`config.mk`:
```
export PLATFORM = sky130hd
export DESIGN_NAME = imem_loader
export DESIGN_NICKNAME = d
export VERILOG_FILES = /design/src/rtl/imem_loader_pkg.sv /design/src/rtl/imem_loader_word_asm.sv /design/src/rtl/imem_loader.sv
export SDC_FILE = /design/constraint.sdc
export NUM_CORES = 1
export LEC_CHECK = 0
export ABC_AREA = 0
export ABC_CLOCK_PERIOD_IN_PS = 1560
export BUFFER_PORTS_ARGS = -buffer_cell sky130_fd_sc_hd__buf_4
export CAP_MARGIN = 20
export CORE_AREA = 5 5 146 148
export DETAILED_ROUTE_END_ITERATION = 16
export DIE_AREA = 0 0 151 153
export GPL_TIMING_DRIVEN = 0
export SLEW_MARGIN = 20
export SYNTH_ARGS = -nofsm -noshare
export SYNTH_HDL_FRONTEND = slang
export SYNTH_SLANG_ARGS = --single-unit
```
`constraint.sdc`:
```
create_clock -name clk_i -period 1.56 [get_ports clk_i]
set_input_delay 0.312 -clock clk_i [delete_from_list [all_inputs] [get_ports clk_i]]
set_output_delay 0.312 -clock clk_i [all_outputs]
set_load 0.02 [all_outputs]
```
`src/rtl/imem_loader_pkg.sv`:
```
`default_nettype none
// ============================================================================
// Module   : imem_loader_pkg
// Purpose  : Shared types and constants for the instruction-memory loader.
// Revision : 1.0 - initial release
// ============================================================================
package imem_loader_pkg;

  // Loader sequencing states
  typedef enum logic [2:0] {
    ST_IDLE = 3'd0,
    ST_HDR  = 3'd1,
    ST_DATA = 3'd2,
    ST_CHK  = 3'd3,
    ST_DONE = 3'd4,
    ST_ERR  = 3'd5
  } state_t;

  // Word-count header is two bytes, MSB first
  localparam int HDR_BYTES      = 2;
  // Instructions are 32-bit, sent big-endian
  localparam int BYTES_PER_WORD = 4;

endpackage
`default_nettype wire

```
`src/rtl/imem_loader_word_asm.sv`:
```
`default_nettype none
// ============================================================================
// Module   : loader_word_asm
// Purpose  : Big-endian byte-to-word assembler. Emits a one-cycle word_valid
//            together with the complete word while the 4th byte is presented.
// Revision : 1.0 - initial release
// ============================================================================
module loader_word_asm
  import imem_loader_pkg::*;
(
  input  logic        clk,
  input  logic        rst,
  input  logic        clr,
  input  logic        shift_en,
  input  logic [7:0]  byte_in,
  output logic [31:0] word,
  output logic        word_valid
);

  // Only the first three bytes need storage; the 4th is taken straight
  // from the input so the full word is available in its arrival cycle.
  logic [23:0] upper;
  logic [1:0]  byte_cnt;

  assign word       = {upper, byte_in};
  assign word_valid = shift_en && (byte_cnt == 2'(BYTES_PER_WORD - 1));

  // Shift accepted bytes in MSB first and count position within the word
  always_ff @(posedge clk) begin
    if (rst || clr) begin
      upper    <= '0;
      byte_cnt <= '0;
    end else if (shift_en) begin
      upper    <= {upper[15:0], byte_in};
      byte_cnt <= byte_cnt + 2'd1;
    end
  end

endmodule
`default_nettype wire

```
`src/rtl/imem_loader.sv`:
```
`default_nettype none
// ============================================================================
// Module   : imem_loader
// Purpose  : Loads a framed byte stream (count header, payload, XOR checksum)
//            into instruction memory and holds the CPU in reset until a load
//            completes with a good checksum.
// Revision : 1.0 - initial release
// ============================================================================
module imem_loader
  import imem_loader_pkg::*;
#(
  parameter int IM_DEPTH = 256,
  parameter int ADDR_W   = 8
) (
  input  logic              clk_i,
  input  logic              rst_i,
  input  logic              start_i,
  input  logic [7:0]        s_data_i,
  input  logic              s_valid_i,
  output logic              s_ready_o,
  output logic              im_we_o,
  output logic [ADDR_W-1:0] im_addr_o,
  output logic [31:0]       im_wdata_o,
  output logic              cpu_hold_o,
  output logic              done_o,
  output logic              err_o
);

  // One extra bit so a full-depth load counts to IM_DEPTH without wrapping
  localparam int CNT_W = ADDR_W + 1;

  state_t           state;
  logic             hdr_cnt;
  logic [7:0]       n_hi;
  logic [15:0]      n_words;
  logic [CNT_W-1:0] word_cnt;
  logic [7:0]       csum;

  logic             xfer;
  logic [15:0]      n_full;
  logic [CNT_W-1:0] word_cnt_nx;
  logic             can_start;
  logic             clr_asm;
  logic             shift_en;
  logic [31:0]      asm_word;
  logic             asm_valid;

  assign xfer        = s_valid_i && s_ready_o;
  assign n_full      = {n_hi, s_data_i};
  assign word_cnt_nx = word_cnt + 1'b1;
  assign can_start   = (state == ST_IDLE) || (state == ST_DONE) || (state == ST_ERR);
  assign clr_asm     = can_start && start_i;
  assign shift_en    = xfer && (state == ST_DATA);

  loader_word_asm u_word_asm (
    .clk        (clk_i),
    .rst        (rst_i),
    .clr        (clr_asm),
    .shift_en   (shift_en),
    .byte_in    (s_data_i),
    .word       (asm_word),
    .word_valid (asm_valid)
  );

  // Frame sequencer with registered handshake and status outputs
  always_ff @(posedge clk_i) begin
    if (rst_i) begin
      state      <= ST_IDLE;
      s_ready_o  <= 1'b0;
      cpu_hold_o <= 1'b1;
      done_o     <= 1'b0;
      err_o      <= 1'b0;
      hdr_cnt    <= 1'b0;
      n_hi       <= '0;
      n_words    <= '0;
      word_cnt   <= '0;
      csum       <= '0;
    end else begin
      case (state)
        ST_HDR: begin
          if (xfer) begin
            csum <= csum ^ s_data_i;
            if (hdr_cnt != 1'(HDR_BYTES - 1)) begin
              n_hi    <= s_data_i;
              hdr_cnt <= 1'b1;
            end else begin
              n_words <= n_full;
              if ({16'd0, n_full} > 32'(IM_DEPTH)) begin
                // Stream stays ready in ERR so the oversize payload drains
                state <= ST_ERR;
                err_o <= 1'b1;
              end else if (n_full == 16'd0) begin
                state <= ST_CHK;
              end else begin
                state <= ST_DATA;
              end
            end
          end
        end
        ST_DATA: begin
          if (xfer) begin
            csum <= csum ^ s_data_i;
            if (asm_valid) begin
              word_cnt <= word_cnt_nx;
              if (16'(word_cnt_nx) == n_words) begin
                state <= ST_CHK;
              end
            end
          end
        end
        ST_CHK: begin
          if (xfer) begin
            if (s_data_i == csum) begin
              state      <= ST_DONE;
              s_ready_o  <= 1'b0;
              done_o     <= 1'b1;
              cpu_hold_o <= 1'b0;
            end else begin
              state <= ST_ERR;
              err_o <= 1'b1;
            end
          end
        end
        default: begin
          // IDLE, DONE and ERR all restart a load on start_i
          if (start_i) begin
            state      <= ST_HDR;
            s_ready_o  <= 1'b1;
            cpu_hold_o <= 1'b1;
            done_o     <= 1'b0;
            err_o      <= 1'b0;
            hdr_cnt    <= 1'b0;
            word_cnt   <= '0;
            csum       <= '0;
          end
        end
      endcase
    end
  end

  // Memory write port: strobe, address and data registered together
  always_ff @(posedge clk_i) begin
    if (rst_i) begin
      im_we_o    <= 1'b0;
      im_addr_o  <= '0;
      im_wdata_o <= '0;
    end else begin
      im_we_o <= asm_valid;
      if (asm_valid) begin
        im_addr_o  <= word_cnt[ADDR_W-1:0];
        im_wdata_o <= asm_word;
      end
    end
  end

endmodule
`default_nettype wire

```
==> out/metrics.yaml, run 1 <==
postSynthCellCount: 591
timing.setup.tns_ps: -8600
cp_top_family: "simple AND/OR/NAND/NOR gates"
synth_edf_count: 0
numCtsBuffers: 17
grt_pass1_wl_um: 23300
core-area_mm2: 0.0199
instances_no_fill: 996
synth_warnings: 0
drc: 0
violations: "negative setup slack"
globalRouteOverflowTotal: 0
period_minus_slack_ps: 1760
gp_congestion: 0.800
crit_path_end_kind: "flip-flop"
die_w_um: 151
multi_input_area_mm2: 0.00305
placed_cells: 908
fin_worst_skew_ps: 9.62
wl_um: 15500
ir_drop_uv: 831
ys_seq_area_frac: 0.477
slowest_stage: "or3b_4"
wl_per_cell_um: 15.6
status: "complete, but fails checks"
drtPass1Iterations: 4
cts_buffer_depth: 2
via_per_inst: 4.64
setup_ws_ps: -199
p_seq_frac: 0.408
diodes: 0
clock-sinks: 116
dieArea_mm2: 0.0231
crit_path_frequent_cell: "buf_6"
yosys_register_bits: 116
grt_pass1_vias: 4341
p_int_w: 0.00548
drive_above_1_share: 0.437
die_h_um: 153
final_util: 0.388
rsz0062_at_grt: "true"
placed_area_mm2: 0.00561
arrival_ps: 2070
detail-route-antenna-nets: 0
syn2layout_area_growth_pct: 58.5
clockRootBuffer: "clkbuf_16"
yosys_most_used_dff: "dfxtp_1"
fin_crit_sh: 1.13
netlist_area_mm2: 0.00487
power_frac_comb: 0.103
p_leak_nw: 3.02
max_freq_mhz: 568
io_pins: 57
clk_pin_slew_ps: 60
hold_class: "in2reg"
cts_tree: "yes"
pwr-share-clk: 0.489
rows: 52
synth_async_sr_flop_share: 0
drt_iter0_markers: 264
antenna_found_initial: 0
seq_area_mm2: 0.00234
cts-htree-levels: 4
clkLatencyLatePin_ps: 420
p_sw_frac: 0.262
dpl.hpwl_um: 9250
final_cell_area_mm2: 0.00772
critPathKind: "reg2reg"
hold_violations: 0
setup_viol: 104
start_kind: "flip-flop"
drv_cap: 0
final_net_count: 727
vias: 4619
critPathMaxFanout: 7
worstMarginPinSlew_ps: 887
portBuffers: 47
synth_fp_nets: 605
finalPower_w: 0.00743
fillCellCount: 1985
grt_use_total: 0.127
power.switching_w: 0.00195
start_util: 0.245
cts_hold_buf: 0
crit_required_ps: 1870
syn_avg_cell_area_um2: 8.25
ys_types: 48
grt_max_degree: 17
crit_chain: "buf_6 > or3b_4 > or2_1 > buf_6 > bufbuf_16 > nand2_1 > a21oi_1"
maxSlewViolCount: 0
slew_headroom: 0.409
crit_path_max_incr_delay_ps: 450
crit_buf_inv: 3
p_per_area_mw_per_mm2: 962
==> final timing paths <==
path | depth (start not counted) | slack (ps) | to | startpoint
min | 3 | 330 | hdr_cnt | start_i
max reg2reg | 7 | -200 | u_word_asm.upper[17] | state[0]
min reg2reg | 2 | 450 | im_addr_o[2] | im_addr_o[2]
max | 7 | -200 | u_word_asm.upper[17] | state[0]
==> synthesized netlist by cell type (2+ instances only) <==
| cell type | n | area share |
|---|---|---|
| a21oi_1 | 95 | 0.098 |
| a311oi_1 | 2 | 0.0036 |
| a31oi_1 | 2 | 0.0026 |
| and3_1 | 2 | 0.0026 |
| buf_2 | 12 | 0.012 |
| buf_4 | 3 | 0.0046 |
| buf_6 | 6 | 0.014 |
| clkbuf_1 | 23 | 0.018 |
| dfxtp_1 | 116 | 0.48 |
| ha_1 | 2 | 0.0051 |
| inv_1 | 2 | 0.0015 |
| mux2i_1 | 16 | 0.033 |
| nand2_1 | 151 | 0.12 |
| nand2_2 | 2 | 0.0026 |
| nand2b_1 | 3 | 0.0039 |
| nand3_1 | 11 | 0.011 |
| nand3_2 | 2 | 0.0041 |
| nand3b_1 | 10 | 0.015 |
| nand4_1 | 5 | 0.0064 |
| nor2_1 | 46 | 0.035 |
| nor2_8 | 2 | 0.0082 |
| nor2b_1 | 2 | 0.0026 |
| nor3_1 | 7 | 0.0072 |
| nor4_1 | 8 | 0.010 |
| nor4_2 | 2 | 0.0051 |
| o21ai_0 | 12 | 0.012 |
| o21ai_1 | 3 | 0.0031 |
| o32ai_1 | 2 | 0.0036 |
| xnor2_1 | 18 | 0.032 |
| xor2_1 | 6 | 0.011 |
==> layout by cell type, fill, tap and decap left out, types with 10 or more instances in the layout <==
master       n
clkbuf_16   22
dfxtp_1    109
nand2_2     34
nand2_1     86
clkbuf_1    20
a21oi_2     43
buf_4       75
nand2_4     31
a21oi_1     50
buf_8       16
nand3b_1    10
nor2_1      40
mux2i_1     16
xnor2_1     18
buf_6       20
==> kinds of logic (layout without fill, tap and decap cells) <==
logic type,Yosys count,after routing,share of synthesized area
AO/OA/AOI/OAI,124,125,0.139
XOR/XNOR,24,24,0.0431
adder cells (fa/ha/maj),2,2,0.00513
buffers and inverters,47,181,0.0511
flip-flops,116,116,0.477
multiplexers,16,16,0.0329
AND/OR/NAND/NOR,262,262,0.252
==> state kept, by name (all words and copies together), names as in the netlist <==
| name | cells |
|---|---|
| cpu_hold_o | 1 |
| csum | 8 |
| done_o | 1 |
| err_o | 1 |
| hdr_cnt | 1 |
| im_addr_o | 8 |
| im_wdata_o | 32 |
| im_we_o | 1 |
| n_hi | 8 |
| n_words | 16 |
| s_ready_o | 1 |
| state | 3 |
| u_word_asm.byte_cnt | 2 |
| u_word_asm.upper | 24 |
| word_cnt | 9 |
==> per-stage QoR <==
step	worst slack, ps	hold WS [ps]
after global routing	-287	344
final	-199	331
after floorplan	1.42	432
after global placement	-405	445
after detailed placement	-369	448
after CTS	-181	296
==> worst min-delay path: stages <==
cell and delay, ps:
buf_4 170, a211oi_1 100, nor3_1 110
==> per-layer routing <==
metal / global-route usage / wire (um) / vias up
met5: 0 / 0 / -
met4: 0.0406 / 432 / 0
met3: 0.0382 / 840 / 35
met2: 0.185 / 7010 / 127
met1: 0.179 / 7240 / 2212
li1: - / - / 2245
==> power groups by stage <==
| stage | Sequential [W] | Combinational, W | Clock [W] |
|---|---|---|---|
| 4_1_cts | 0.00303 | 0.000597 | 0.00364 |
| 5_1_grt | 0.00303 | 0.000819 | 0.00381 |
| 3_3_place_gp | 0.00309 | 0.000495 | 0 |
| 2_1_floorplan | 0.00309 | 0.000358 | 0 |
| 3_5_place_dp | 0.00309 | 0.000494 | 0 |
| 6_report | 0.00303 | 0.000767 | 0.00363 |
==> final cells by class <==
cell class / instances / area share
multi-input combinational: 429 / 0.395
sequential: 116 / 0.302
timing repair buffer: 103 / 0.136
clock buffer: 19 / 0.0560
buffer: 44 / 0.0518
tap: 270 / 0.0437
clock inverter: 13 / 0.0143
inverter: 2 / 0.000972
==> what timing repair did <==
action	CTS	global route
pin swaps	50	73
resized for setup	109	154
setup buffers	27	15
endpoints found under the setup margin	100	112
gates cloned	11	5
No activity file was read; power rests on OpenSTA's default activity.
==> inputs of run 2 (changes only) <==
CORE_AREA = 2 2 143 145   (was 5 5 146 148)
DIE_AREA = 0 0 145 147   (was 0 0 151 153)
==> run 2 against run 1 <==
The flow still finishes with violations (negative setup slack). Critical path depth grew 1. Sequential share of layout area grew 0.30 points. Design area shrank 1.1%. Die area shrank 7.7%. Via count grew 0.39%. Non-clock buffer count grew 1. Highest routed layer unchanged. Total power grew 6.7%.
==> out/metrics.yaml, run 2 (synthesis gave the netlist of run 1 again) <==
hold_class: "in2reg"  # unchanged
die_w_um: 145  # was 151 um
period_minus_slack_ps: 1780  # was 1760 ps
core-area_mm2: 0.0198  # was 0.0199 mm2
slowest_stage: "or3b_4"  # unchanged
fillCellCount: 1903  # was 1,985
critPathKind: "reg2reg"  # unchanged
die_h_um: 147  # was 153 um
clkLatencyLatePin_ps: 420  # about the same
fin_crit_sh: 1.14  # was 1.13
globalRouteOverflowTotal: 0  # unchanged
grt_max_degree: 17  # unchanged
drive_above_1_share: 0.416  # was 0.437
top_regs: "im_wdata_o x32, u_word_asm.upper x24, n_words x16"  # unchanged
final_cell_area_mm2: 0.00764  # was 0.00772 mm2
slew_headroom: 0.481  # was 0.409
rsz0062_at_grt: "true"  # unchanged
syn2layout_area_growth_pct: 56.8  # was 58.5%
wl_per_cell_um: 15.0  # was 15.6 um
hold_violations: 0  # unchanged
dieArea_mm2: 0.0213  # was 0.0231 mm2
vias: 4637  # was 4,619
violations: "negative setup slack"  # unchanged
p_per_area_mw_per_mm2: 1040  # was 962 mW/mm2
max_freq_mhz: 563  # was 568 MHz
diodes: 0  # unchanged
drc: 0  # unchanged
crit_path_end_kind: "flip-flop"  # unchanged
rows: 52  # unchanged
worstRegToRegCells: 8  # was 7
drv_cap: 0  # unchanged
cts-htree-levels: 4  # unchanged
dpl.hpwl_um: 9000  # was 9250 um
drt_iter0_markers: 365  # was 264
io_pins: 57  # unchanged
status: "complete, but fails checks"  # unchanged
drtPass1Iterations: 6  # was 4
crit_chain: "buf_6 > or3b_4 > or2_1 > buf_6 > buf_4 > buf_6 > nand2_1 > a21oi_1"  # was buf_6 > or3b_4 > or2_1 > buf_6 > bufbuf_16 > nand2_1 > a21oi_1
setup_viol: 96  # was 104
arrival_ps: 2080  # was 2070 ps
final_net_count: 727  # unchanged
hold_path_end: "hdr_cnt"  # unchanged
whs_path_depth: 3  # unchanged
mostFrequentLayoutCells: "109 x dfxtp_1, 105 x nand2_1, 83 x buf_4"  # was 109 x dfxtp_1, 86 x nand2_1, 75 x buf_4
fin_worst_skew_ps: 9.39  # was 9.62 ps
cts_hold_buf: 0  # unchanged
cts_tree: "yes"  # unchanged
ir_drop_uv: 851  # was 831 uV
maxSlewViolCount: 0  # unchanged
setup_ws_ps: -217  # was -199 ps
p_leak_nw: 2.79  # was 3.02 nW
r2r_setup_slack_ps: -220  # was -200 ps
start_kind: "flip-flop"  # unchanged
clock-sinks: 116  # unchanged
grt_pass1_vias: 4218  # was 4,341
cts_buffer_depth: 2  # unchanged
largest_reg_flops: 32  # unchanged
numCtsBuffers: 17  # unchanged
gp_congestion: 0.829  # was 0.800
clk_pin_slew_ps: 60  # about the same
crit_path_max_incr_delay_ps: 450  # about the same
detail-route-antenna-nets: 0  # unchanged
wl_um: 15000  # was 15,500 um
r2r-start: "state[0]"  # unchanged
via_per_inst: 4.66  # was 4.64
start_util: 0.246  # was 0.245
finalPower_w: 0.00793  # was 0.00743 W
r2r_end: "u_word_asm.upper[11]"  # was u_word_asm.upper[17]
crit_path_frequent_cell: "buf_6"  # unchanged
placed_area_mm2: 0.00561  # unchanged
clockRootBuffer: "clkbuf_16"  # unchanged
crit_required_ps: 1860  # was 1870 ps
grt_use_total: 0.134  # was 0.127
antenna_found_initial: 0  # unchanged
whs_ps: 317  # was 331 ps
layout_commonest_cell: "dfxtp_1"  # unchanged
timing.setup.tns_ps: -9800  # was -8600 ps
critPathMaxFanout: 5  # was 7
worstMarginPinSlew_ps: 779  # was 887 ps
portBuffers: 47  # unchanged
largest_register: "im_wdata_o"  # unchanged
hp-start: "start_i"  # unchanged
grt_pass1_wl_um: 22700  # was 23,300 um
[run 2: changes by cell type in the layout (fill, tap and decap cells not counted), sizes merged]
cell,before,now
a211oi,3,2
buf,121,123
clkinv,7,2
inv,4,5
clkbuf,44,45
bufinv,1,3
[run 2: worst max path at each step]
stage           startpoint                    to  slack (ps)
3_3_place_gp   s_data_i[4]              state[0]        -440
5_1_grt           state[0]  u_word_asm.upper[17]        -290
3_5_place_dp   s_data_i[4]              state[0]        -440
4_1_cts           state[0]  u_word_asm.upper[22]        -170
6_report          state[0]  u_word_asm.upper[11]        -220
2_1_floorplan  s_data_i[0]              state[0]           1
[run 2: area by class of cell]
cell class,count,area (um2),share of cell area
multi-input combinational,428,2970,0.388
sequential,116,2330,0.305
timing repair buffer,105,1020,0.134
clock buffer,21,480,0.0629
buffer,43,344,0.0450
tap,270,338,0.0442
clock inverter,11,146,0.0192
inverter,2,7.51,0.000982
[run 2: worst max-delay path, delay by kind of cell, from the launching register on]
family                 cells  cell delay, ps
AND/OR/NAND/NOR            3             770
buffers and inverters      4             530
flip-flops                 1             310
AO/OA/AOI/OAI              1              60
[run 2: what timing repair did]
item	4_1_cts	5_1_grt
pin swaps	78	28
setup endpoints to repair	99	107
buffers inserted	31	18
resized for setup	115	104
cloned	7	5
[run 2: per-stage QoR]
step | util | std cells | worst slack, ps
final | 0.385 | 996 | -217
after global routing | 0.385 | 996 | -291
after CTS | 0.355 | 977 | -167
after detailed placement | 0.283 | 908 | -445
after global placement | 0.283 | 908 | -441
after floorplan | - | 591 | 1.42
[run 2: power by group]
group | total, W | switching [W] | leakage (nW) | internal (W)
Combinational | 0.000779 | 0.000458 | 1.55 | 0.000321
Clock | 0.00412 | 0.00144 | 0.302 | 0.00268
Sequential | 0.00303 | 0.0000309 | 0.939 | 0.00300
Total | 0.00793 | 0.00192 | 2.79 | 0.00600
[run 2: routing by layer]
layer  up-vias  global-route usage  share of wire
li1       2247                   -              -
met1      2212               0.187           0.46
met2       150               0.200           0.45
met3        28              0.0410          0.069
met4         0              0.0406          0.017
met5         -                   0              0
==> inputs of run 3 (changes only) <==
MAX_ROUTING_LAYER = met4   (was not set)
==> run 3 against run 2 <==
The run still ends with negative setup slack left. Die area stayed put. Utilization is the same. Wire length up 0.48%. Critical path depth is 1 lower. Total power barely moved. Critical path type unchanged. Critical endpoint is now u_word_asm.upper[17].
==> out/metrics.yaml, run 3 (synthesis gave the netlist of run 1 again) <==
drt_iter0_markers: 413  # was 365
syn2layout_area_growth_pct: 56.8  # unchanged
cts_tree: "yes"  # unchanged
rsz0062_at_grt: "true"  # unchanged
status: "complete, but fails checks"  # unchanged
crit_path_end_kind: "flip-flop"  # unchanged
clkLatencyLatePin_ps: 420  # about the same
via_per_inst: 4.67  # was 4.66
whs_ps: 317  # about the same
period_minus_slack_ps: 1770  # was 1780 ps
drc: 0  # unchanged
detail-route-antenna-nets: 0  # unchanged
globalRouteOverflowTotal: 0  # unchanged
rows: 52  # unchanged
antenna_found_initial: 0  # unchanged
grt_max_degree: 17  # unchanged
setup_viol: 97  # was 96
fin_worst_skew_ps: 8.93  # was 9.39 ps
grt_use_total: 0.138  # was 0.134
die_h_um: 147  # unchanged
gp_congestion: 0.844  # was 0.829
slew_headroom: 0.468  # was 0.481
die_w_um: 145  # unchanged
critPathMaxFanout: 5  # unchanged
crit_required_ps: 1870  # was 1860 ps
io_pins: 57  # unchanged
clock-sinks: 116  # unchanged
dpl.hpwl_um: 9000  # unchanged
setup_ws_ps: -211  # was -217 ps
grt_pass1_wl_um: 22700  # about the same
portBuffers: 47  # unchanged
start_util: 0.246  # unchanged
slowest_stage: "or3b_4"  # unchanged
wl_um: 15000  # about the same
r2r_setup_slack_ps: -210  # was -220 ps
largest_reg_flops: 32  # unchanged
hold_class: "in2reg"  # unchanged
worstRegToRegCells: 7  # was 8
numCtsBuffers: 17  # unchanged
clockRootBuffer: "clkbuf_16"  # unchanged
drive_above_1_share: 0.416  # unchanged
core-area_mm2: 0.0198  # unchanged
crit_chain: "buf_6 > or3b_4 > or2_1 > buf_6 > bufbuf_16 > nand2_1 > a21oi_1"  # was buf_6 > or3b_4 > or2_1 > buf_6 > buf_4 > buf_6 > nand2_1 > a21oi_1
grt_pass1_vias: 4216  # was 4,218
dieArea_mm2: 0.0213  # unchanged
worstMarginPinSlew_ps: 798  # was 779 ps
crit_path_max_incr_delay_ps: 450  # about the same
drtPass1Iterations: 5  # was 6
r2r-start: "state[0]"  # unchanged
cts_hold_buf: 0  # unchanged
drv_cap: 0  # unchanged
cts_buffer_depth: 2  # unchanged
wl_per_cell_um: 15.1  # was 15.0 um
top_regs: "im_wdata_o x32, u_word_asm.upper x24, n_words x16"  # unchanged
vias: 4647  # was 4,637
final_util: 0.385  # unchanged
max_freq_mhz: 565  # was 563 MHz
hold_violations: 0  # unchanged
p_per_area_mw_per_mm2: 1040  # about the same
final_net_count: 727  # unchanged
mostFrequentLayoutCells: "109 x dfxtp_1, 105 x nand2_1, 83 x buf_4"  # unchanged
diodes: 0  # unchanged
violations: "negative setup slack"  # unchanged
critPathKind: "reg2reg"  # unchanged
maxSlewViolCount: 0  # unchanged
largest_register: "im_wdata_o"  # unchanged
endpoint: "u_word_asm.upper[17]"  # was u_word_asm.upper[11]
ir_drop_uv: 848  # was 851 uV
layout_commonest_cell: "dfxtp_1"  # unchanged
fin_crit_sh: 1.13  # was 1.14
arrival_ps: 2080  # about the same
p_leak_nw: 2.79  # unchanged
crit_path_frequent_cell: "buf_6"  # unchanged
crit_path_start: "state[0]"  # unchanged
r2r_end: "u_word_asm.upper[17]"  # was u_word_asm.upper[11]
cts-htree-levels: 4  # unchanged
start_kind: "flip-flop"  # unchanged
clk_pin_slew_ps: 60  # about the same
-- run 3: routing by layer --
| metal | part of all wire | routed length (um) | GRT usage | up-vias |
|---|---|---|---|---|
| li1 | - | - | - | 2249 |
| met1 | 0.48 | 7240 | 0.188 | 2238 |
| met2 | 0.45 | 6760 | 0.200 | 131 |
| met3 | 0.052 | 783 | 0.0388 | 29 |
| met4 | 0.017 | 255 | 0.0421 | 0 |
| met5 | 0 | 0 | - | - |
-- run 3: worst min-delay path by stage --
| stage | from | to | slack, ps | cells past startpoint |
|---|---|---|---|---|
| 2_1_floorplan | u_word_asm.upper[16] | im_wdata_o[24] | 430 | 2 |
| 3_3_place_gp | u_word_asm.upper[20] | im_wdata_o[28] | 440 | 2 |
| 3_5_place_dp | im_wdata_o[17] | im_wdata_o[17] | 450 | 2 |
| 4_1_cts | start_i | s_ready_o | 260 | 3 |
| 5_1_grt | start_i | hdr_cnt | 320 | 3 |
| 6_report | start_i | hdr_cnt | 320 | 3 |
-- run 3: area by class of cell --
type,instances,area (um2)
inverters,2,7.51
multi-input cells,428,2970
clock buffers,21,480
fillers,1903,12200
plain buffers,43,344
repair buffers,105,1020
well taps,270,338
flip-flops and latches,116,2330
clock inverters,11,146
-- run 3: report_power, final --
part           switching, W  internal, W  total, W
Sequential        0.0000307      0.00300   0.00303
Combinational      0.000464     0.000321  0.000785
Clock               0.00143      0.00268   0.00412
Total               0.00193      0.00600   0.00793
-- run 3: timing repair --
action / CTS / global route
endpoints found under the setup margin: 99 / 107
pin swaps: 78 / 28
gates resized for setup: 115 / 104
hold endpoints to repair: 0 / 0
setup buffers: 31 / 18
cloned: 7 / 5
-- run 3: worst max-delay path: cells and delay by family, from the launching register on --
kind	cells	cell delay [ps]
AOI/OAI and AO/OA	1	60
DFF	1	310
buffers and inverters	3	530
and+or+nand+nor	3	750
-- run 3: through the flow --
stage | power [W] | std cells | setup TNS (ps) | area, um2 | worst slack (ps)
floorplan | 0.00344 | 591 | 0 | 4920 | 1.42
global placement | 0.00358 | 908 | -17310 | 5610 | -441
detailed placement | 0.00358 | 908 | -18700 | 5610 | -445
CTS | 0.00782 | 977 | -4180 | 7040 | -167
global route | 0.00817 | 996 | -15000 | 7640 | -289
finish | 0.00793 | 996 | -9540 | 7640 | -211
